## src/rtl/keypad_scan_encoder.sv

```systemverilog
// Scans N_KEYS key lines, debounces the selected line and hands one code per press downstream.
// Optional auto-repeat while a key stays held: define KEY_AUTOREPEAT_EN.
module keypad_scan_encoder #(
  parameter int N_KEYS       = 12,
  parameter int CODE_W       = 4,
  parameter int SCAN_DIV     = 4,
  parameter int DEBOUNCE_CYC = 8,
  parameter int REPEAT_CYC   = 64
) (
  input  logic              clk,
  input  logic              rst,
  input  logic [N_KEYS-1:0] key_in,
  input  logic              scan_en,
  input  logic              key_ready,
  output logic              key_valid,
  output logic [CODE_W-1:0] key_code,
  output logic              key_held,
  output logic [CODE_W-1:0] scan_idx
);

  localparam int MAX_A = (SCAN_DIV > DEBOUNCE_CYC) ? SCAN_DIV : DEBOUNCE_CYC;
  localparam int MAX_C = (MAX_A > REPEAT_CYC) ? MAX_A : REPEAT_CYC;
  localparam int CNT_W = $clog2(MAX_C + 1);
  localparam int PAD_W = 2 ** CODE_W;

  localparam logic [CNT_W-1:0]  DIV_LAST = CNT_W'(SCAN_DIV - 1);
  localparam logic [CNT_W-1:0]  DEB_LIM  = CNT_W'(DEBOUNCE_CYC);
  localparam logic [CNT_W-1:0]  DEB_LAST = CNT_W'(DEBOUNCE_CYC - 1);
  localparam logic [CODE_W-1:0] IDX_LAST = CODE_W'(N_KEYS - 1);

  typedef enum logic [1:0] {
    ST_SCAN,
    ST_DEBOUNCE,
    ST_REPORT,
    ST_RELEASE
  } state_t;

  state_t            state_q;
  logic [CNT_W-1:0]  div_q;
  logic [CNT_W-1:0]  cnt_q;
  logic [CODE_W-1:0] scan_idx_q;
  logic [CODE_W-1:0] scan_idx_d;
  logic [CODE_W-1:0] key_code_q;
  logic              key_valid_q;
  logic              key_held_q;
  logic [PAD_W-1:0]  key_pad;
  logic              sel;

`ifdef KEY_AUTOREPEAT_EN
  localparam logic [CNT_W-1:0] REP_LAST = CNT_W'(REPEAT_CYC - 1);
  logic [CNT_W-1:0] rep_q;
`endif

  // Pad to the full index range so an index beyond N_KEYS-1 can never select garbage.
  assign key_pad    = PAD_W'(key_in);
  assign sel        = key_pad[scan_idx_q];
  assign scan_idx_d = (scan_idx_q == IDX_LAST) ? '0 : scan_idx_q + 1'b1;

  always_ff @(posedge clk or posedge rst) begin
    if (rst) begin
      state_q     <= ST_SCAN;
      div_q       <= '0;
      cnt_q       <= '0;
      scan_idx_q  <= '0;
      key_code_q  <= '0;
      key_valid_q <= 1'b0;
      key_held_q  <= 1'b0;
`ifdef KEY_AUTOREPEAT_EN
      rep_q       <= '0;
`endif
    end else begin
      case (state_q)
        ST_SCAN: begin
          if (scan_en && sel) begin
            state_q    <= ST_DEBOUNCE;
            cnt_q      <= CNT_W'(1);
            key_held_q <= 1'b1;
          end else if (scan_en) begin
            if (div_q >= DIV_LAST) begin
              div_q      <= '0;
              scan_idx_q <= scan_idx_d;
            end else begin
              div_q <= div_q + 1'b1;
            end
          end
        end
        ST_DEBOUNCE: begin
          if (!sel) begin
            state_q    <= ST_SCAN;
            scan_idx_q <= scan_idx_d;
            div_q      <= '0;
            key_held_q <= 1'b0;
          end else if (cnt_q >= DEB_LIM) begin
            state_q     <= ST_REPORT;
            key_code_q  <= scan_idx_q;
            key_valid_q <= 1'b1;
          end else begin
            cnt_q <= cnt_q + 1'b1;
          end
        end
        ST_REPORT: begin
          if (key_valid_q && key_ready) begin
            state_q     <= ST_RELEASE;
            key_valid_q <= 1'b0;
            cnt_q       <= '0;
`ifdef KEY_AUTOREPEAT_EN
            rep_q       <= '0;
`endif
          end
        end
        ST_RELEASE: begin
          if (!sel) begin
`ifdef KEY_AUTOREPEAT_EN
            rep_q <= '0;
`endif
            if (cnt_q >= DEB_LAST) begin
              state_q    <= ST_SCAN;
              scan_idx_q <= scan_idx_d;
              div_q      <= '0;
              cnt_q      <= '0;
              key_held_q <= 1'b0;
            end else begin
              cnt_q <= cnt_q + 1'b1;
            end
          end else begin
            cnt_q <= '0;
`ifdef KEY_AUTOREPEAT_EN
            if (rep_q >= REP_LAST) begin
              state_q     <= ST_REPORT;
              key_valid_q <= 1'b1;
              rep_q       <= '0;
            end else begin
              rep_q <= rep_q + 1'b1;
            end
`endif
          end
        end
        default: state_q <= ST_SCAN;
      endcase
    end
  end

  assign key_valid = key_valid_q;
  assign key_code  = key_code_q;
  assign key_held  = key_held_q;
  assign scan_idx  = scan_idx_q;

endmodule

```

## config.mk

```make
export PLATFORM = sky130hd
export DESIGN_NAME = keypad_scan_encoder
export DESIGN_NICKNAME = d
export VERILOG_FILES = /design/src/rtl/keypad_scan_encoder.sv
export SDC_FILE = /design/constraint.sdc
export NUM_CORES = 1
export LEC_CHECK = 0
export BUFFER_PORTS_ARGS = -buffer_cell sky130_fd_sc_hd__buf_2
export CAP_MARGIN = 40
export CORE_UTILIZATION = 30
export DETAILED_ROUTE_END_ITERATION = 6
export PLACE_DENSITY = 0.54
export SLEW_MARGIN = 20
export SYNTH_ARGS = -nofsm -noshare
export SYNTH_HDL_FRONTEND = slang
export SYNTH_SLANG_ARGS = --single-unit
export TNS_END_PERCENT = 100
```

## constraint.sdc

```tcl
create_clock -name clk -period 3 [get_ports clk]
set_input_delay 0.15 -clock clk [delete_from_list [all_inputs] [get_ports clk]]
set_output_delay 0.15 -clock clk [all_outputs]
set_load 0.05 [all_outputs]
```

==> Word level (Yosys, flattened, before mapping) <==
Cells that the tools add are included.
{ "classes": {"muxes": 40, "n_reduce_logical": 12, "n_eq_ne": 16, "order_cmp": 4, "addsub": 3} }
{ "ops": {"columns": ["operator", "n"], "rows": [
  ["two-way mux 7 bit", 12],
  ["two-way mux 4 bit", 7],
  ["case mux 7 bit (4 select lines)", 1],
  ["!= test 2 bit, second input constant", 11],
  ["case mux 7 bit (3 select lines)", 1],
  ["adder 7 x 1 -> 7 bit, second input constant", 2],
  ["two-way mux 2 bit", 6],
  ["case mux 4 bit (3 select lines)", 1],
  ["AND reduction 5 bit", 2],
  ["two-way mux 1 bit", 8],
  ["case mux 2 bit (4 select lines)", 1],
  ["AND reduction 4 bit", 2],
  ["greater-or-equal comparator 7 x 2 -> 1 bit, second input constant", 1],
  ["greater-or-equal comparator 7 x 3 -> 1 bit, second input constant", 1],
  ["greater-or-equal comparator 7 x 4 -> 1 bit, second input constant", 1],
  ["AND reduction 7 bit", 1],
  ["AND reduction 6 bit", 1],
  ["< comparator 4 x 5 -> 1 bit, second input constant", 1],
  ["adder 4 x 1 -> 4 bit, second input constant", 1],
  ["binary-select mux 1 bit (select 4 bit)", 1],
  ["== test 2 bit, second input constant", 2],
  ["== test 4 bit, second input constant", 1],
  ["!= test 3 bit, second input constant", 1],
  ["case mux 1 bit (3 select lines)", 1],
  ["other kinds (7)", 8]
]} }
{ "totals": {"in_bits": 16, "regBits": 26, "out_inout_bits": 10, "word_cells": 82} }

==> Longest topological paths before layout <==
Gate-level depths: netlist of run 1.
{ "depth": {"depth_word": 6, "ltp_mapped": 7, "ltp_nobuf": 6} }

==> Worst setup path after synthesis of run 1 <==
OpenSTA, ideal clock, no wires.
{ "synth_path": {"kind": "reg2reg", "start": "register scan_idx_q[0] (netlist: scan_idx[0])", "end": "register scan_idx_q[3] (netlist: scan_idx[3])", "required_ns": 2.874, "arrival_ns": 2.343, "synth_period_minus_slack_ns": 2.469, "stages_incl_launch_ff": 7, "n_path_buf": 1, "path_slack_ns": 0.531, "setup_ns": 0.126, "cell_sequence": "dfrtp_1 > buf_6 > mux4_2 > or2_1 > a21boi_4 > or3_1 > a221o_1"} }
{ "synth_via": {"elab_chain_len": 6, "elab_cells_between_ends": 17, "cone_classes": "add/sub (1); eq/ne (4); mux (10); reduce/logical (2)"} }
{ "synth_rtl": {"columns": ["element", "line", "rtl"], "rows": [
  ["from (decl)", "41", "logic [CODE_W-1:0] scan_idx_q;"],
  ["from (signal assigned)", "81", "scan_idx_q <= scan_idx_d;"],
  ["from (signal assigned)", "90", "scan_idx_q <= scan_idx_d;"],
  ["from (signal assigned)", "118", "scan_idx_q <= scan_idx_d;"],
  ["adder 4 x 1 -> 4 bit or == test 4 bit (tied branches)", "57", "assign scan_idx_d = (scan_idx_q == IDX_LAST) ? '0 : scan_idx_q + 1'b1;"],
  ["two-way mux 4 bit", "57", null],
  ["two-way mux 4 bit", "79", "if (div_q >= DIV_LAST) begin"],
  ["two-way mux 4 bit", "78", "end else if (scan_en) begin"],
  ["two-way mux 4 bit", "74", "if (scan_en && sel) begin"],
  ["case mux 4 bit (3 select lines)", "72", "case (state_q)"]
]} }
Parallel ways exist; a longest one is shown, timed or not. The select of a mux whose other input is x is not followed.
A chain may end at the register's enable or synchronous reset.

==> Final worst setup path of run 1 <==
{ "layout_path": {"start": "register scan_idx_q[0] (netlist: scan_idx[0])", "end": "register scan_idx_q[0] (netlist: scan_idx[0])"} }
The elaborated chain is that of the path after synthesis.

==> results of run 1 <==
power groups by stage:
stage                     clock network, mW  registers [mW]  logic [mW]
after global placement                    0           0.603       0.888
final                                 0.226           0.598       0.899
after detailed placement                  0           0.607       0.905
after global routing                  0.252           0.623       0.981
after floorplan                           0           0.741       0.585
after CTS                             0.238           0.601       0.907
layer usage:
layer	global-route usage [%]	share of wire (%)	vias up
met5	0	0	-
met4	3.70	0.98	0
met3	3.04	4.1	4
met2	22.9	48	24
met1	17.7	46	595
li1	-	-	598
cells by family (layout without fill, tap and decap cells):
kind of cell	Yosys count	in the layout
mux	13	13
buf+inv	19	43
compound gates	42	42
fa+ha+maj	4	4
flops	26	26
simple gates	45	45
Yosys cell counts, types with 2 or more instances:
master     count  area [µm²]
or2_1          2        12.5
a21o_1         4        30.0
a2111oi_0      2        17.5
nor2_1         6        22.5
dfrtp_1       26         651
nand2_1       11        41.3
a2bb2oi_1      2        17.5
a31oi_1        5        31.3
a22oi_1        2        15.0
o211ai_1       3        22.5
buf_2          2        10.0
clkbuf_1       4        15.0
mux2i_1        4        40.0
o21ai_0        4        20.0
nand3_1        5        25.0
mux2_2         7        78.8
o22ai_1        2        12.5
and3_1         2        12.5
nor2b_1        6        37.5
nor3_1         3        15.0
a21oi_1        7        35.0
nor4_1         3        18.8
ha_1           4        50.1
inv_1         12        45.0
through the flow:
stage	worst slack, ns	cell area (µm²)	hold WS, ns	total power [mW]
floorplan	0.531	1510	0.190	1.33
global placement	0.721	1680	0.377	1.49
detailed placement	0.660	1710	0.195	1.51
CTS	0.643	1770	0.0862	1.75
global route	0.412	1770	0.0914	1.86
finish	0.670	1770	0.0925	1.72
worst max-delay path, stage by stage (launching register included):
cell and delay [ns]:
dfrtp_1 0.53, mux4_2 0.57, or2_1 0.24, a21boi_4 0.19, nor3_2 0.32, mux2_2 0.37
how the worst max path moves through the flow:
stage / end / slack, ns / depth (start not counted)
after floorplan: scan_idx[3]$_DFFE_PP0P_ / 0.53 / 6
after global placement: scan_idx[0]$_DFFE_PP0P_ / 0.72 / 5
after detailed placement: scan_idx[0]$_DFFE_PP0P_ / 0.66 / 5
after CTS: scan_idx[0]$_DFFE_PP0P_ / 0.64 / 5
after global routing: cnt_q[5]$_DFFE_PP0P_ / 0.41 / 4
final: scan_idx[0]$_DFFE_PP0P_ / 0.67 / 5
state kept, by name, indices dropped and copies added, names as in the netlist, named ones only:
register   flops
cnt_q          7
div_q          7
key_code       4
key_held       1
key_valid      1
scan_idx       4
state_q        1
placed cells by master (no fill, tap or decap), drive strengths merged, types with 2 or more instances in the layout:
| cell type | count |
|---|---|
| inv | 12 |
| o21ai | 4 |
| nand2 | 11 |
| dfrtp | 26 |
| a21boi | 2 |
| nor2b | 6 |
| clkbuf | 4 |
| a31oi | 5 |
| buf | 26 |
| o211ai | 3 |
| ha | 4 |
| and3 | 2 |
| o22ai | 2 |
| nand3 | 5 |
| or2 | 2 |
| mux4 | 2 |
| a22oi | 2 |
| a221o | 2 |
| nor3 | 4 |
| a21o | 4 |
| a2bb2oi | 3 |
| a21oi | 7 |
| nor4 | 3 |
| a2111oi | 2 |
| mux2i | 4 |
| mux2 | 7 |
| nor2 | 6 |
area by class of cell:
| class | count | area [µm²] | area share, % |
|---|---|---|---|
| repair buffers | 27 | 163 | 9.19 |
| multi-input cells | 104 | 773 | 43.7 |
| well taps | 67 | 83.8 | 4.73 |
| clock buffers | 4 | 55.1 | 3.11 |
| flip-flops and latches | 26 | 651 | 36.7 |
| inverters | 12 | 45.0 | 2.54 |
timing repair:
| item | CTS | global route |
|---|---|---|
| setup endpoints to repair | 0 | 0 |
| hold buffers | 1 | 0 |
| hold endpoints to repair | 9 | 0 |
==> metrics, run 1 <==
status finished clean; combinational share of power around 52%; asr flop ratio synth 100%; switching pwr 0.828 mW; Sequential Power Share a little over a third; reg2reg end scan_idx[0]$_DFFE_PP0P_; Synth Register Bits 26; wire length per cell between 10 and 15 µm; Final HPWL DP 2.59 mm; die area 5300 µm²; post-synthesis sequential area ratio between 40% and 50%; CP endpoint kind register; IO Pins 26; Num CTS Buffers 3; Die H 72.8 µm; Nets between 150 and 200; Syn-to-layout area delta 17.6%; RR Startpoint scan_idx[0]$_DFFE_PP0P_; Internal Power 0.896 mW; global-route usage over all layers 13.7%; Vias 1,221; syn_nets about 170; Req. time, crit path approximately 3.2 ns; min-delay src key_ready; RePlAce Congestion about 0.8; Setup-failing EPs final 0; first-pass GRT wire length between 5 and 6 mm; Clock Tree Root clkbuf_8; worst setup path start scan_idx[0]$_DFFE_PP0P_; diode count 0; clock share of power between 10% and 20%; largest fanout on the critical path 13; IO buf count 25; worst skew pair latency ~0.27 ns; Core Region around 4800 µm²; number of vias per cell 5.09; Avg Synthesized Cell Area a little over 10 µm²; number of setup buffers added after CTS 0; final WL around 3.3 mm; leakage just over 0.8 nW; Placed Cells 235; TNS Setup 0 ns; Cell Area, Synth about 1500 µm²; post-synthesis simple-gate area fraction about 16%; TritonCTS clock tree done; peak supply drop roughly 0.49 mV; Synth cell types 45; Post-Synth Adder-Cell Area about 3.3%; post-route clock period utilization roughly 80%; Clock Skew slightly above 0.008 ns; antenna violations before repair 0; Sw Share between 40% and 50%; DRT iter0 DRCs between 60 and 70; share of layout cells above drive strength 1 around a quarter; Final Util 37.0%; WS Path Type reg2reg; Reg clk slew, reported paths approximately 0.080 ns; vias in the first global route between 1,000 and 1,500; post-route antenna net violation count 0; post-synthesis xor/xnor area fraction 0%; largest net degree at the start of global routing 18; type of the most critical hold path in2reg; FP Rows 25; Slew Viols, Final 0; Max-cap violations 0; # DRC 0; hold path depth 2; Syn Inst Count between 100 and 150; ys flop type dfrtp_1; CP Launch Type register; P per Cell Area roughly 970 nW/µm²; reg2reg path depth 5; worst path arrival time 2.49 ns; Gates resized, CTS repair 0; Num Clock Sinks 26; Hold Vio Cnt, Final 0; WHS Endpoint key_valid$_DFFE_PP0P_; measured slew at the worst slew-check pin ~0.73 ns; htree depth 1; Filler Cells Inserted 491; fmax roughly 430 MHz; mux share of post-synthesis cell area between 10 and 15%; Rel. slew slack approximately half; die width roughly 73 µm; clock period minus worst slack between 2 and 2.5 ns; Synth Warn # 0; TritonRoute pass-1 iters 4; GR Overflow Total 0; Compound-Gate Fraction of Synth Area 21.1%; fin cells 240; maximum clock insertion buffer count 2; EDFF count, synth 0; largest family of logic cells by synthesized area compound AO/OA/AOI/OAI gates; reg2reg setup slack approximately 0.67 ns; Initial Util roughly a third; RSZ-0062 raised after global routing false
(Power assumes the default switching activity.)
==> inputs of run 2 (changes only) <==
==> constraint.sdc (replaced) <==
create_clock -name clk -period 2.4 [get_ports clk]
set_input_delay 0.12 -clock clk [delete_from_list [all_inputs] [get_ports clk]]
set_output_delay 0.12 -clock clk [all_outputs]
set_load 0.05 [all_outputs]
==> metrics, run 2 (synthesis results as in run 1) <==
RePlAce Congestion 0.768 (-2.8%); Slew Viols, Final 0 (unchanged); PnR worst setup slack 0.121 ns (-0.549 ns); Gates resized, CTS repair 0 (unchanged); RSZ-0062 raised after global routing false; diode count 0 (unchanged); Place WS 0.135 ns (-0.526 ns); clock period minus worst slack 2.28 ns (-0.0513 ns); global-route usage over all layers 13.9% (+0.27 points); maximum clock insertion buffer count 2 (unchanged); Syn-to-layout area delta 17.2%; commonest non-fill, non-tap cells in the layout 25 x dfrtp_1, 25 x buf_2, 12 x inv_1; share of layout cells above drive strength 1 25.6% (+1.3 points); die width 72.8 µm (unchanged); fmax 439 MHz (+2.3%); post-route clock period utilization 95.0% (+17 points); status finished clean; WS Path Type reg2reg; FP Rows 25 (unchanged); Final Util 36.9% (-0.13 points); Hold Vio Cnt, Final 0 (unchanged); measured slew at the worst slew-check pin 0.397 ns (-0.335 ns); Rel. slew slack 72.9% (+22 points); Nets 197 (+1.5%); Req. time, crit path 2.56 ns (-0.60 ns); peak supply drop 0.806 mV (+65%); leakage 0.815 nW (-0.11%); largest net degree at the start of global routing 27 (+9); type of the most critical hold path in2reg; first-pass GRT wire length 5.66 mm (+0.12%); largest fanout on the critical path 13 (unchanged); biggest regs cnt_q: 7 flops, div_q: 7 flops; Vias 1,216 (-0.41%); die area 5300 µm² (unchanged); Setup-failing EPs final 0 (unchanged); Core Region 4790 µm² (unchanged); Max-cap violations 0 (unchanged); TNS Setup 0 ns (unchanged); placed cell area 1710 µm² (+0.22%); Final HPWL DP 2.51 mm (-3.0%); GR Overflow Total 0 (unchanged); Initial Util 31.5% (unchanged); Placed Cells 238 (+1.3%); Clock Tree Root clkbuf_8; Reg clk slew, reported paths 0.09 ns (about the same); final WL 3.29 mm (+1.2%); CP Launch Type register; vias in the first global route 1,237 (-0.64%); post-route cell area 1760 µm² (-0.35%); Filler Cells Inserted 491 (unchanged); IO Pins 26 (unchanged); Num CTS Buffers 3 (unchanged); # DRC 0 (unchanged); P per Cell Area 1210 nW/µm² (+25%); number of vias per cell 5.00 (-1.6%); wire length per cell 13.6 µm (about the same); htree depth 1 (unchanged); Num Clock Sinks 26 (unchanged); CP endpoint kind register; Clock Skew 0.00955 ns (+0.00130 ns); Hold Worst Slack 0.0760 ns (-0.0165 ns); Die H 72.8 µm (unchanged); worst skew pair latency 0.27 ns (about the same); TritonCTS clock tree done; antenna violations before repair 0 (unchanged); TritonRoute pass-1 iters 6 (+2); DRT iter0 DRCs 65 (+1.6%); IO buf count 25 (unchanged); post-route antenna net violation count 0 (unchanged); Power Total 2.14 mW (+24%); fin cells 243 (+1.3%); worst path arrival time 2.44 ns (-0.05 ns)
-- run 2: critical path, stage by stage (launching register included) --
cell and delay, ns:
dfrtp_2 0.48, mux4_1 0.59, or2b_1 0.25, a21boi_4 0.13, nor3_2 0.33, mux2_2 0.38
-- run 2: repair_timing --
action | CTS | global route
buffers inserted | 0 | 0
hold buffers | 1 | 0
hold endpoints to repair | 26 | 0
-- run 2: path summary, 6_finish.rpt --
check                                        start                       to  slack, ns  cells after the start
max                        scan_idx[0]$_DFFE_PP0P_  scan_idx[0]$_DFFE_PP0P_       0.12                      5
max in group asynchronous                      rst  scan_idx[0]$_DFFE_PP0P_       1.69                      4
min reg2reg                key_code[0]$_DFFE_PP0P_  key_code[0]$_DFFE_PP0P_       0.52                      1
min                                      key_ready    key_valid$_DFFE_PP0P_       0.08                      2
min in group asynchronous                      rst     cnt_q[1]$_DFFE_PP0P_       0.44                      4
max reg2reg                scan_idx[0]$_DFFE_PP0P_  scan_idx[0]$_DFFE_PP0P_       0.12                      5
-- run 2: layer usage --
| layer | share of wire [%] | routed length, µm | up-vias | track usage, % |
|---|---|---|---|---|
| met4 | 1.1 | 36 | 0 | 4.14 |
| met1 | 47 | 1540 | 576 | 18.1 |
| met5 | 0 | 0 | - | 0 |
| met3 | 4.6 | 150 | 4 | 3.18 |
| li1 | - | - | 608 | - |
| met2 | 47 | 1560 | 28 | 23.2 |
-- run 2: area by class of cell --
cell class	instances	area, µm²	area share [%]
Sequential cell	26	652	37.0
Tap cell	67	83.8	4.75
Clock buffer	4	45.0	2.55
Timing Repair Buffer	30	165	9.36
Multi-Input combinational cell	104	773	43.8
Inverter	12	45.0	2.55
-- run 2: report_power, final --
| part | leakage (nW) | switching [mW] | internal, mW |
|---|---|---|---|
| registers | 0.335 | 0.168 | 0.564 |
| logic | 0.457 | 0.735 | 0.420 |
| clock network | 0.0228 | 0.134 | 0.119 |
